File: src/rtl/gpio_pkg.sv
// rtl/gpio_pkg.sv - shared constants for the switch input conditioning stage
// Contents:
//   SW_WIDTH            board slide-switch count
//   DEBOUNCE_CYCLES_DEF default debounce window (10 ms at 100 MHz)
//   cnt_width()         smallest counter width W with 2^W > cycles
package gpio_pkg;

    localparam int unsigned SW_WIDTH            = 16;
    localparam int unsigned DEBOUNCE_CYCLES_DEF = 1000000;

    function automatic int unsigned cnt_width(input int unsigned cycles);
        return $clog2(cycles + 1);
    endfunction

    localparam int unsigned CNT_W_DEF = cnt_width(DEBOUNCE_CYCLES_DEF);

endpackage

File: src/rtl/gpio_in_debounce_if.sv
// rtl/gpio_in_debounce_if.sv - signal bundle between switch conditioner and its consumer
// Signals:
//   raw_i       unsynchronised switch levels        (master -> slave)
//   irq_mask_i  per-bit interrupt enable            (master -> slave)
//   irq_clr_i   sticky interrupt clear              (master -> slave)
//   stable_o    debounced level                     (slave -> master)
//   rise_o      one-cycle accepted 0->1 pulses      (slave -> master)
//   fall_o      one-cycle accepted 1->0 pulses      (slave -> master)
//   change_o    OR of all rise/fall pulses          (slave -> master)
//   irq_o       sticky interrupt request            (slave -> master)
interface gpio_in_debounce_if #(
    parameter int unsigned WIDTH = 16
);

    logic [WIDTH-1:0] raw_i;
    logic [WIDTH-1:0] irq_mask_i;
    logic             irq_clr_i;
    logic [WIDTH-1:0] stable_o;
    logic [WIDTH-1:0] rise_o;
    logic [WIDTH-1:0] fall_o;
    logic             change_o;
    logic             irq_o;

    modport master (
        output raw_i, irq_mask_i, irq_clr_i,
        input  stable_o, rise_o, fall_o, change_o, irq_o
    );

    modport slave (
        input  raw_i, irq_mask_i, irq_clr_i,
        output stable_o, rise_o, fall_o, change_o, irq_o
    );

endinterface

File: src/rtl/debounce_bit.sv
// rtl/debounce_bit.sv - two-flop synchroniser plus counting debouncer for one input bit
// Ports:
//   clk_i     system clock
//   arstn_i   asynchronous active-low reset
//   raw_i     asynchronous input level
//   stable_o  debounced level
//   rise_o    registered pulse when the stable level is accepted as 1
//   fall_o    registered pulse when the stable level is accepted as 0
module debounce_bit #(
    parameter int unsigned DEBOUNCE_CYCLES = 1000000,
    parameter int unsigned CNT_W           = 20
) (
    input  logic clk_i,
    input  logic arstn_i,
    input  logic raw_i,
    output logic stable_o,
    output logic rise_o,
    output logic fall_o
);

    localparam logic [CNT_W-1:0] CNT_LAST = CNT_W'(DEBOUNCE_CYCLES - 1);

    logic             s1_q, s2_q;
    logic             st_q, st_d;
    logic             rise_q, rise_d;
    logic             fall_q, fall_d;
    logic [CNT_W-1:0] cnt_q, cnt_d;

    // The counter only advances while the synchronised level disagrees with
    // the accepted one, and is cleared on acceptance, so it tops out at
    // CNT_LAST and never wraps.
    always_comb begin
        st_d   = st_q;
        cnt_d  = '0;
        rise_d = 1'b0;
        fall_d = 1'b0;
        if (s2_q != st_q) begin
            if (cnt_q == CNT_LAST) begin
                st_d   = s2_q;
                rise_d = s2_q;
                fall_d = ~s2_q;
            end else begin
                cnt_d = cnt_q + 1'b1;
            end
        end
    end

    always_ff @(posedge clk_i or negedge arstn_i) begin
        if (!arstn_i) begin
            s1_q   <= 1'b0;
            s2_q   <= 1'b0;
            st_q   <= 1'b0;
            cnt_q  <= '0;
            rise_q <= 1'b0;
            fall_q <= 1'b0;
        end else begin
            s1_q   <= raw_i;
            s2_q   <= s1_q;
            st_q   <= st_d;
            cnt_q  <= cnt_d;
            rise_q <= rise_d;
            fall_q <= fall_d;
        end
    end

    assign stable_o = st_q;
    assign rise_o   = rise_q;
    assign fall_o   = fall_q;

endmodule

File: src/rtl/gpio_in_debounce.sv
// rtl/gpio_in_debounce.sv - per-bit debounced switch vector with change pulses and optional sticky irq
// Build option: GPIO_DEBOUNCE_IRQ_EN enables the sticky interrupt; otherwise irq_o is 0
//   and irq_mask_i / irq_clr_i are ignored.
// Ports:
//   clk_i    system clock
//   arstn_i  asynchronous active-low reset
//   bus      gpio_in_debounce_if slave: raw_i, irq_mask_i, irq_clr_i in;
//            stable_o, rise_o, fall_o, change_o, irq_o out
module gpio_in_debounce
    import gpio_pkg::*;
#(
    parameter int unsigned WIDTH           = SW_WIDTH,
    parameter int unsigned DEBOUNCE_CYCLES = DEBOUNCE_CYCLES_DEF,
    parameter int unsigned CNT_W           = CNT_W_DEF
) (
    input  logic               clk_i,
    input  logic               arstn_i,
    gpio_in_debounce_if.slave  bus
);

    logic [WIDTH-1:0] stable_w;
    logic [WIDTH-1:0] rise_w;
    logic [WIDTH-1:0] fall_w;

    for (genvar i = 0; i < WIDTH; i++) begin : g_bit
        debounce_bit #(
            .DEBOUNCE_CYCLES (DEBOUNCE_CYCLES),
            .CNT_W           (CNT_W)
        ) u_bit (
            .clk_i    (clk_i),
            .arstn_i  (arstn_i),
            .raw_i    (bus.raw_i[i]),
            .stable_o (stable_w[i]),
            .rise_o   (rise_w[i]),
            .fall_o   (fall_w[i])
        );
    end

    assign bus.stable_o = stable_w;
    assign bus.rise_o   = rise_w;
    assign bus.fall_o   = fall_w;
    assign bus.change_o = |(rise_w | fall_w);

`ifdef GPIO_DEBOUNCE_IRQ_EN
    logic irq_q, irq_d;
    logic irq_set;

    assign irq_set = |((rise_w | fall_w) & bus.irq_mask_i);

    // A new event in the same cycle as a clear must not be lost.
    always_comb begin
        irq_d = irq_q;
        if (irq_set) begin
            irq_d = 1'b1;
        end else if (bus.irq_clr_i) begin
            irq_d = 1'b0;
        end
    end

    always_ff @(posedge clk_i or negedge arstn_i) begin
        if (!arstn_i) begin
            irq_q <= 1'b0;
        end else begin
            irq_q <= irq_d;
        end
    end

    assign bus.irq_o = irq_q;
`else
    logic unused_irq_inputs;
    assign unused_irq_inputs = ^{bus.irq_mask_i, bus.irq_clr_i};
    assign bus.irq_o         = 1'b0;
`endif

endmodule

File: src/flat_wrapper.sv
// flat-port wrapper written by rule: the top's interface ports become plain ports
module gpio_in_debounce_flat import gpio_pkg::*;
#(
    parameter int unsigned WIDTH           = SW_WIDTH,
    parameter int unsigned DEBOUNCE_CYCLES = DEBOUNCE_CYCLES_DEF,
    parameter int unsigned CNT_W           = CNT_W_DEF
)
  (clk_i, arstn_i, bus_raw_i, bus_irq_mask_i, bus_irq_clr_i, bus_stable_o, bus_rise_o, bus_fall_o, bus_change_o, bus_irq_o);
  gpio_in_debounce_if #(.WIDTH(WIDTH)) bus_i ();
  input  logic clk_i;
  input  logic arstn_i;
  input wire logic [$bits(bus_i.raw_i)-1:0] bus_raw_i;
  input wire logic [$bits(bus_i.irq_mask_i)-1:0] bus_irq_mask_i;
  input wire logic [$bits(bus_i.irq_clr_i)-1:0] bus_irq_clr_i;
  output wire logic [$bits(bus_i.stable_o)-1:0] bus_stable_o;
  output wire logic [$bits(bus_i.rise_o)-1:0] bus_rise_o;
  output wire logic [$bits(bus_i.fall_o)-1:0] bus_fall_o;
  output wire logic [$bits(bus_i.change_o)-1:0] bus_change_o;
  output wire logic [$bits(bus_i.irq_o)-1:0] bus_irq_o;
  assign bus_i.raw_i = bus_raw_i;
  assign bus_i.irq_mask_i = bus_irq_mask_i;
  assign bus_i.irq_clr_i = bus_irq_clr_i;
  assign bus_stable_o = bus_i.stable_o;
  assign bus_rise_o = bus_i.rise_o;
  assign bus_fall_o = bus_i.fall_o;
  assign bus_change_o = bus_i.change_o;
  assign bus_irq_o = bus_i.irq_o;
  gpio_in_debounce #(.WIDTH(WIDTH), .DEBOUNCE_CYCLES(DEBOUNCE_CYCLES), .CNT_W(CNT_W)) u_core (.clk_i(clk_i), .arstn_i(arstn_i), .bus(bus_i));
endmodule
File: config.mk
export PLATFORM = sky130hd
export DESIGN_NAME = gpio_in_debounce_flat
export DESIGN_NICKNAME = d
export VERILOG_FILES = /design/src/rtl/gpio_pkg.sv /design/src/rtl/gpio_in_debounce_if.sv /design/src/rtl/debounce_bit.sv /design/src/rtl/gpio_in_debounce.sv /design/src/flat_wrapper.sv
export SDC_FILE = /design/constraint.sdc
export NUM_CORES = 1
export LEC_CHECK = 0
export ABC_AREA = 1
export CORE_AREA = 2 2 376 192
export CTS_CLUSTER_SIZE = 12
export DETAILED_ROUTE_END_ITERATION = 16
export DIE_AREA = 0 0 378 194
export PLACE_DENSITY = 0.54
export SETUP_SLACK_MARGIN = 0.4
export SLEW_MARGIN = 25
export SYNTH_ARGS = -nofsm -noshare
export SYNTH_HDL_FRONTEND = slang
export SYNTH_SLANG_ARGS = --single-unit
export TNS_END_PERCENT = 5
File: constraint.sdc
create_clock -name clk_i -period 1.7 [get_ports clk_i]
set_clock_uncertainty 0.2 [all_clocks]
set_input_delay 0.425 -clock clk_i [delete_from_list [all_inputs] [get_ports clk_i]]
set_output_delay 0.425 -clock clk_i [all_outputs]
set_load 0.01 [all_outputs]
After elaboration in Yosys (flattened, before gate mapping) --
Cells that the tools add are included.
Word-level totals: memories kept 0, register bits 400, input port bits 35, memory bits (writable) 0, ROM bits 0, output and inout port bits 50, word-level logic and storage cells 274, bits in latches 0
Cells by class: bitwise gates (word level) 17, add/subtract/negate cells 16, equality and inequality tests 32, shift operators 0, muxes and demuxes 96, reductions and logical operators 17, multipliers 0, div/mod/pow operators 0, $lt $le $gt $ge 0
Operators by type and width (number):
- 20-bit 2-to-1 mux | 32
- 20-bit by 1-bit adder with 20-bit output (second input constant) | 16
- 20-bit == test (second input constant) | 16
- 1-bit 2-to-1 mux | 64
- 2-bit AND reduction | 16
- 1-bit != test | 16
- 1-bit NOT | 16
- 16-bit OR | 1
- 16-bit OR reduction | 1

Longest topological paths before layout --
Gate-level depths: netlist of run 1.
depth in word-level cells 3, mapped depth 9, gate-level depth less buffers 9

Cells and area by module --
Synthesis of run 1 repeated with hierarchy kept, for this count alone.
Unflattened totals: cell total of the unflattened synthesis 2639, area, all modules 22131.2 µm²
By module, submodules not included:
- debounce_bit | sequential area each 625.6 µm², times used 16, area an instance 1371.3 µm², cells each 162
- gpio_in_debounce | sequential area each 0.0 µm², times used 1, area an instance 190.2 µm², cells each 47

Least setup slack after synthesis of run 1 --
No wires, ideal clock.
kind flip-flop to flip-flop, start point reg u_core.g_bit[6].u_bit.cnt_q[0], end point reg u_core.g_bit[6].u_bit.cnt_q[18], clock period less this slack 1551 ps, buffers on the path 0, arrival time 1280 ps, path slack 149 ps, library setup time 72 ps, required time 1428 ps, stages on the path, launching flop included 9, path through dfrtp_1 > ha_1 > nand2_1 > nor2_4 > nand2_2 > nor2_1 > a21oi_2 > inv_2 > nor2_1
On the way: cells in the longest elaborated chain, start to end 3, elaborated cells on any way between the ends 4, classes of those cells 1 x add/sub; 1 x eq/ne; 2 x mux
Ends and longest elaborated chain:
- start, declared | RTL line debounce_bit.sv:27 | logic [CNT_W-1:0] cnt_q, cnt_d;
- start signal, assigned | RTL line debounce_bit.sv:60 | cnt_q <= cnt_d;
- 20-bit by 1-bit adder with 20-bit output / 20-bit == test (equally long branches) | RTL line debounce_bit.sv:43, debounce_bit.sv:38
- 20-bit 2-to-1 mux * | RTL line debounce_bit.sv:38 | if (cnt_q == CNT_LAST) begin
- 20-bit 2-to-1 mux * | RTL line debounce_bit.sv:37 | if (s2_q != st_q) begin
- net u_core.g_bit[6].u_bit.cnt_d[18] | RTL line debounce_bit.sv:27
The timed path passes the listed nets; every way through them passes the cells marked *. A chain may end at the register's enable or synchronous reset.

Worst setup path in the final report of run 1 --
start point reg u_core.g_bit[0].u_bit.fall_q, end point out bus_change_o
On the way: cells in the longest elaborated chain, start to end 2
Ends and longest elaborated chain:
- start, declared | RTL line debounce_bit.sv:26 | logic fall_q, fall_d;
- start signal, assigned | RTL line debounce_bit.sv:62 | fall_q <= fall_d;
- 16-bit OR | RTL line gpio_in_debounce.sv:42 | assign bus.change_o = |(rise_w | fall_w);
- 16-bit OR reduction | RTL line gpio_in_debounce.sv:42
- end, declared | RTL line flat_wrapper.sv:18 | output wire logic [$bits(bus_i.change_o)-1:0] bus_change_o;
Every way passes these cells.

==> results of run 1 <==
routing by layer:
layer / routed length (um) / GRT usage
met3: 2810 / 0.0266
met4: 893 / 0.0291
met5: 0 / 0
met1: 30800 / 0.254
met2: 21100 / 0.188
flip-flops by register name, summed over array words and instances (netlist names):
signal	flops
u_core.g_bit.u_bit.fall_o	16
u_core.g_bit.u_bit.cnt_q	320
u_core.g_bit.u_bit.s1_q	16
u_core.g_bit.u_bit.rise_o	16
u_core.g_bit.u_bit.s2_q	16
u_core.g_bit.u_bit.stable_o	16
stage by stage:
step	total power, W	cell area (um^2)	TNS [ns]	hold slack, ns
final	0.0205	28600	-5.48	0.0660
after global routing	0.0214	28600	-8.81	0.0400
after CTS	0.0208	27100	-7.70	0.0320
after detailed placement	0.0108	24000	-1.41	0.0571
after global placement	0.0108	24000	-1.55	0.0574
after floorplan	0.0102	21000	0	-0.0706
cells in the final DEF (no fill, tap or decap), types with 10 or more instances in the layout:
master	Yosys	layout
nand2_8	0	10
a21oi_2	3	11
nor2_2	52	141
inv_1	248	219
buf_2	2	10
a21oi_1	49	41
xor2_1	106	100
ha_4	0	12
nand4_1	33	33
nor2_1	716	508
nand3_2	21	67
nor2_4	19	138
nand2_4	1	26
nand3_1	250	162
nor3b_1	16	12
clkbuf_16	0	46
nor3_1	61	35
inv_2	9	21
nand3_4	2	44
nor3_2	2	21
dfrtp_1	400	339
xnor2_1	55	47
buf_4	49	121
nand2_1	453	388
buf_12	0	14
inv_4	0	13
dfrtp_2	0	61
nand2_2	28	58
buf_6	0	101
clkdlybuf4s50_1	0	16
clkbuf_1	5	11
critical path, delay by kind of cell (launching register included):
family | cells | cell delay (ns)
buffers and inverters | 2 | 0.27
flip-flops | 1 | 0.40
AND/OR/NAND/NOR | 4 | 0.72
cells by family after synthesis:
kind of cell             share of synthesized area
AO/OA/AOI/OAI                               0.0215
XOR/XNOR                                    0.0676
adder cells (fa/ha/maj)                    0.00959
buffers and inverters                       0.0652
flip-flops                                   0.480
other                                     0.000180
AND/OR/NAND/NOR                              0.356
repair_timing:
action                     in CTS  in global routing
hold endpoints to repair      400                  0
pin swaps                     276                330
hold buffers                    1                  0
setup endpoints to repair     407                417
buffers inserted                6                  0
gates resized for setup       599                424
final cells by class:
type	count	area, um^2
clock buffers	64	1290
well taps	958	1200
clock inverters	13	130
fillers	6998	41500
inverters	257	1030
flip-flops and latches	400	10100
multi-input cells	1938	12400
repair buffers	264	2560
worst max-delay path by stage:
stage,startpoint,to,slack (ns),depth (start not counted)
floorplan,u_core.g_bit[11].u_bit.cnt_q[0],u_core.g_bit[11].u_bit.cnt_q[14],0.20,6
global placement,u_core.g_bit[4].u_bit.fall_o,bus_change_o,-1.17,6
detailed placement,u_core.g_bit[4].u_bit.fall_o,bus_change_o,-1.15,6
CTS,u_core.g_bit[5].u_bit.rise_o,bus_change_o,-0.99,6
global route,u_core.g_bit[0].u_bit.fall_o,bus_change_o,-0.97,6
finish,u_core.g_bit[0].u_bit.fall_o,bus_change_o,-0.89,6
power breakdown:
group          leakage (nW)  internal [W]  switching [W]
Combinational          5.43      0.000390       0.000627
Clock                 0.705       0.00556        0.00412
Sequential             5.38       0.00965       0.000152
Total                  11.5        0.0156        0.00490
==> flow_summary_export.csv, run 1 <==
group,metric,value,unit
critical_path,worstPathMaxFanout,2,
yosys,post_synth_instance_area,0.0209,mm^2
sta,fin_crit_sh,1.52,
yosys,synthTopCellsByArea,"dfrtp_1, nor2_1, nand2_1, nand3_1, inv_1",
pwr,power_leakage,11.5,nW
critical_path,rrSetupSlack,0.01,ns
sta,hold_viol,0,
critical_path,crit_path_end_kind,"output pin",
finish,nets,2956,
detailed_routing,dr.pass1.iters,5,
critical_path,r2r_start,"u_core.g_bit[2].u_bit.cnt_q[11]",
place,dp_hpwl,39.8,mm
detailed_routing,ant_nets,0,
yosys,yosys_warnings,0,
critical_path,timing.rr.end,"u_core.g_bit[2].u_bit.fall_o",
clock_tree,cts_tree,"yes",
clock_tree,clkLatencyLatePin,0.58,ns
yosys,avgSynthCellArea,7.87,um^2
detailed_routing,wirelength,55.6,mm
yosys,synth_edf_count,0,
run,cap_violations,0,
floorplanning,fp-row-count,69,
critical_path,critPathSlowestCell,"dfrtp_1",
floorplanning,die_h,194,um
finish,diodes,0,
place,port-buffer-count,66,
yosys,synth.top_cell.area_share,0.480,
yosys,synth_fp_nets,2702,
floorplanning,die_x,378,um
detailed_routing,drc,0,
clock_tree,clk_pin_slew_worst_paths,0.06,ns
floorplanning,coreArea,0.0701,mm^2
place,dp.cells,3810,
clock_tree,clockBufferDepth,3,
yosys,synth.distinct_cells,34,
critical_path,reg2regPathDepth,6,
global_route,antenna_found_initial,0,
detailed_routing,vias_per_cell,4.47,
yosys,synth-seq-cells,400,
finish,final_cell_count_no_fill,3894,
clock_tree,cts_made_buffers,44,
sta,slew_violations,0,
global_route,grt_pass1_vias,16100,
detailed_routing,vias,17400,
clock_tree,cts_root_buf,"clkbuf_16",
yosys,synthCells,2651,
clock_tree,clkSinkCount,400,
global_route,grt_start_max_net_pins,41,
detailed_routing,wire_per_inst,14.3,um
yosys,yosysSeqAreaShare,0.480,
global_route,grt-ovfl-total,0,
yosys,async_flop_share,1.00,
global_route,grt_pass1_wl,89.2,mm
finish,syn_to_final_growth,37.3,%
floorplanning,start_util,0.298,
detailed_routing,drt_iter0_drc,1265,
sta,setup_viol,49,
outcome,status,"finished, violations left",
critical_path,worstPathCellList,"nor4_2 > buf_4 > nand2_1 > nor2_4 > nand2_2 > buf_6",
global_route,grt_util_all_layers,0.149,
sta,rsz0062_at_grt,"yes",
floorplanning,die-area,0.0733,mm^2
clock_tree,htreeDepth,2,
sta,period_needed,2.59,ns
yosys,synthTopCellsByCount,"nor2_1, nand2_1, dfrtp_1",
critical_path,critPathLaunchType,"flop",
critical_path,cp.arrival,1.97,ns
place,post-place-ws,-1.15,ns
yosys,yosysTopAreaCell,"dfrtp_1",
critical_path,critPathKind,"reg -> out",
sta,worst_slack,-0.892,ns
floorplanning,io_pins,85,
min_path,min_path_type,"in -> async",
pwr,peakVddDrop,0.629,mV
finish,fin_util,0.409,
finish,drive_above_1_share,0.334,
pwr,power_density,716,mW/mm^2
yosys,synthFlopType,"dfrtp_1",
place,gp_congestion,0.922,
yosys,synth.most_common_cell,"nor2_1",
critical_path,critPathMaxStageDelay,0.40,ns
outcome,violations,"setup timing",
critical_path,required,1.07,ns
sta,clock.fmax,386,MHz
No activity file was read; power rests on OpenSTA's default activity.
==> run 2, diff against run 1 <==
--- a/config.mk
+++ b/config.mk
@@ -10,7 +10,7 @@
 export CTS_CLUSTER_SIZE = 12
 export DETAILED_ROUTE_END_ITERATION = 16
 export DIE_AREA = 0 0 378 194
-export PLACE_DENSITY = 0.54
+export PLACE_DENSITY = 0.56
 export SETUP_SLACK_MARGIN = 0.4
 export SLEW_MARGIN = 25
 export SYNTH_ARGS = -nofsm -noshare
==> constraint.sdc (replaced) <==
create_clock -name clk_i -period 2.2 [get_ports clk_i]
set_clock_uncertainty 0.2 [all_clocks]
set_input_delay 0.55 -clock clk_i [delete_from_list [all_inputs] [get_ports clk_i]]
set_output_delay 0.55 -clock clk_i [all_outputs]
set_load 0.01 [all_outputs]
==> run 2 against run 1 <==
Against the previous run: the flow still finishes with violations (setup timing); clock-buffer cell count rose by 1; worst setup slack better by 0.50 ns; power shrank 22%; via count fell by 4.2%; combinational power down 43%; clock power fell by 20%; sequential power decreased by 23%; routed wire length shrank 8.7%; register-to-register slack better by 0.47 ns; global-route usage decreased by 0.87 points; flip-flop and latch count unchanged; critical path depth did not move; highest routed layer unchanged.
==> flow_summary_export.csv, run 2 (synthesized netlist as in run 1, its figures left out) <==
group,metric,value,unit
floorplanning,start_util,0.298,
finish,layout_common_cells,"nor2_1, nand2_1, dfrtp_1, inv_1, nand3_1",
finish,multiInputGateArea,0.0100,mm^2
global_route,grt_pass1_wl,84.3,mm
sta,worst_slack,-0.392,ns
clock_tree,clkSinkCount,400,
finish,diodes,0,
pwr,p_int,0.0123,W
detailed_routing,wire_per_inst,13.4,um
critical_path,critPathMaxStageDelay,0.39,ns
pwr,comb_power_share,0.036,
finish,largest_register_ffs,320,
clock_tree,htreeDepth,2,
place,dp.cells,3696,
place,dp_hpwl,37.9,mm
finish,fin_util,0.360,
sta,period_needed,2.59,ns
finish,syn_to_final_growth,20.9,%
global_route,grt_pass1_vias,15100,
detailed_routing,drt_iter0_drc,1322,
clock_tree,clockBufferDepth,3,
clock_tree,cts_made_buffers,44,
critical_path,critPathKind,"reg -> out",
floorplanning,fp-row-count,69,
sta,tns,-0.392,ns
pwr,switching_power,0.00356,W
sta,setup_viol,1,
detailed_routing,wirelength,50.8,mm
run,cap_violations,0,
floorplanning,die-area,0.0733,mm^2
critical_path,worstPathMaxFanout,2,
finish,nets,2842,
sta,slew_violations,0,
pwr,power_density,630,mW/mm^2
detailed_routing,vias,16700,
pwr,clkPwrFrac,0.489,
detailed_routing,ant_nets,0,
pwr,peakVddDrop,0.450,mV
sta,clock.fmax,386,MHz
pwr,swShare,0.224,
floorplanning,die_h,194,um
place,gp_congestion,0.899,
min_path,min_path_type,"reg -> reg",
clock_tree,clkLatencyLatePin,0.57,ns
detailed_routing,vias_per_cell,4.41,
outcome,violations,"setup timing",
finish,seqCellArea,0.0100,mm^2
finish,final_cell_count_no_fill,3780,
pwr,power,0.0159,W
finish,layout_commonest_cell,"nor2_1",
sta,hold_viol,0,
critical_path,cp.arrival,1.84,ns
sta,rsz0062_at_grt,"yes",
detailed_routing,dr.pass1.iters,5,
clock_tree,clk_pin_slew_worst_paths,0.06,ns
clock_tree,cts_tree,"yes",
sta,fin_hold_ws,0.147,ns
critical_path,required,1.45,ns
global_route,grt-ovfl-total,0,
critical_path,critPathSlowestCell,"dfrtp_1",
floorplanning,die_x,378,um
finish,drive_above_1_share,0.145,
clock_tree,cts_root_buf,"clkbuf_16",
floorplanning,io_pins,85,
pwr,power_leakage,10.5,nW
global_route,grt_util_all_layers,0.141,
place,port-buffer-count,66,
global_route,antenna_found_initial,0,
global_route,grt_start_max_net_pins,64,
finish,fillers,7274,
floorplanning,coreArea,0.0701,mm^2
sta,fin_crit_sh,1.18,
detailed_routing,drc,0,
critical_path,crit_path_end_kind,"output pin",
critical_path,worstPathCellList,"nor4_2 > buf_4 > nand2_1 > nor2_2 > nand2_2 > buf_6",
outcome,status,"finished, violations left",
pwr,pwr-share-seq,0.475,
finish,top_register,"u_core.g_bit.u_bit.cnt_q",
critical_path,critPathLaunchType,"flop",
[run 2: changes by cell type in the layout (fill, tap and decap cells not counted), sizes merged]
cell,before,now
buf,247,133
clkinv,11,5
bufinv,2,5
inv,256,259
clkbuf,64,65
clkinvlp,1,0
[run 2: layout make-up]
class | instances | share of cell area
Tap cell | 958 | 0.0475
Clock inverter | 12 | 0.00778
Timing Repair Buffer | 150 | 0.0610
Clock buffer | 65 | 0.0516
Multi-Input combinational cell | 1938 | 0.397
Sequential cell | 400 | 0.397
Inverter | 257 | 0.0383
[run 2: path summary, 6_finish.rpt]
check,from,endpoint,slack (ns),cells past startpoint
max,u_core.g_bit[3].u_bit.rise_o,bus_change_o,-0.39,6
min,u_core.g_bit[1].u_bit.s1_q,u_core.g_bit[1].u_bit.s2_q,0.15,0
max reg2reg,u_core.g_bit[11].u_bit.cnt_q[0],u_core.g_bit[11].u_bit.cnt_q[14],0.48,6
min reg2reg,u_core.g_bit[1].u_bit.s1_q,u_core.g_bit[1].u_bit.s2_q,0.15,0
max in group asynchronous,arstn_i,u_core.g_bit[8].u_bit.fall_o,0.84,4
min in group asynchronous,arstn_i,u_core.g_bit[6].u_bit.cnt_q[7],0.26,2
[run 2: worst max-delay path: cells and delay by family (launching register included)]
family	cells	cell delay [ns]
buffers and inverters	2	0.30
AND/OR/NAND/NOR	4	0.58
flip-flops	1	0.39
[run 2: repair_timing]
item / CTS / global route
gates resized for setup: 228 / 91
pin swaps: 15 / 12
buffers inserted: 3 / 3
endpoints found under the hold margin: 78 / 0
setup endpoints to repair: 95 / 244
cloned: 0 / 0
hold buffers: 1 / 0
[run 2: routing by layer]
| layer | part of all wire | wire length [um] | global-route usage |
|---|---|---|---|
| met5 | 0 | 0 | 0 |
| met4 | 0.014 | 699 | 0.0263 |
| met3 | 0.067 | 3410 | 0.0252 |
| met2 | 0.35 | 17700 | 0.166 |
| met1 | 0.57 | 28900 | 0.249 |
[run 2: power by group through the flow]
| stage | clock, W | combinational (W) | sequential (W) |
|---|---|---|---|
| after detailed placement | 0 | 0.000575 | 0.00767 |
| final | 0.00777 | 0.000579 | 0.00755 |
| after global routing | 0.00840 | 0.000676 | 0.00756 |
| after global placement | 0 | 0.000573 | 0.00767 |
| after CTS | 0.00807 | 0.000583 | 0.00754 |
| after floorplan | 0 | 0.000243 | 0.00765 |
[run 2: per-stage QoR]
step	area (um^2)	setup slack, ns
2_1_floorplan	20900	0.587
3_3_place_gp	23000	-0.453
3_5_place_dp	23000	-0.368
4_1_cts	24800	-0.469
5_1_grt	25200	-0.498
6_report	25200	-0.392
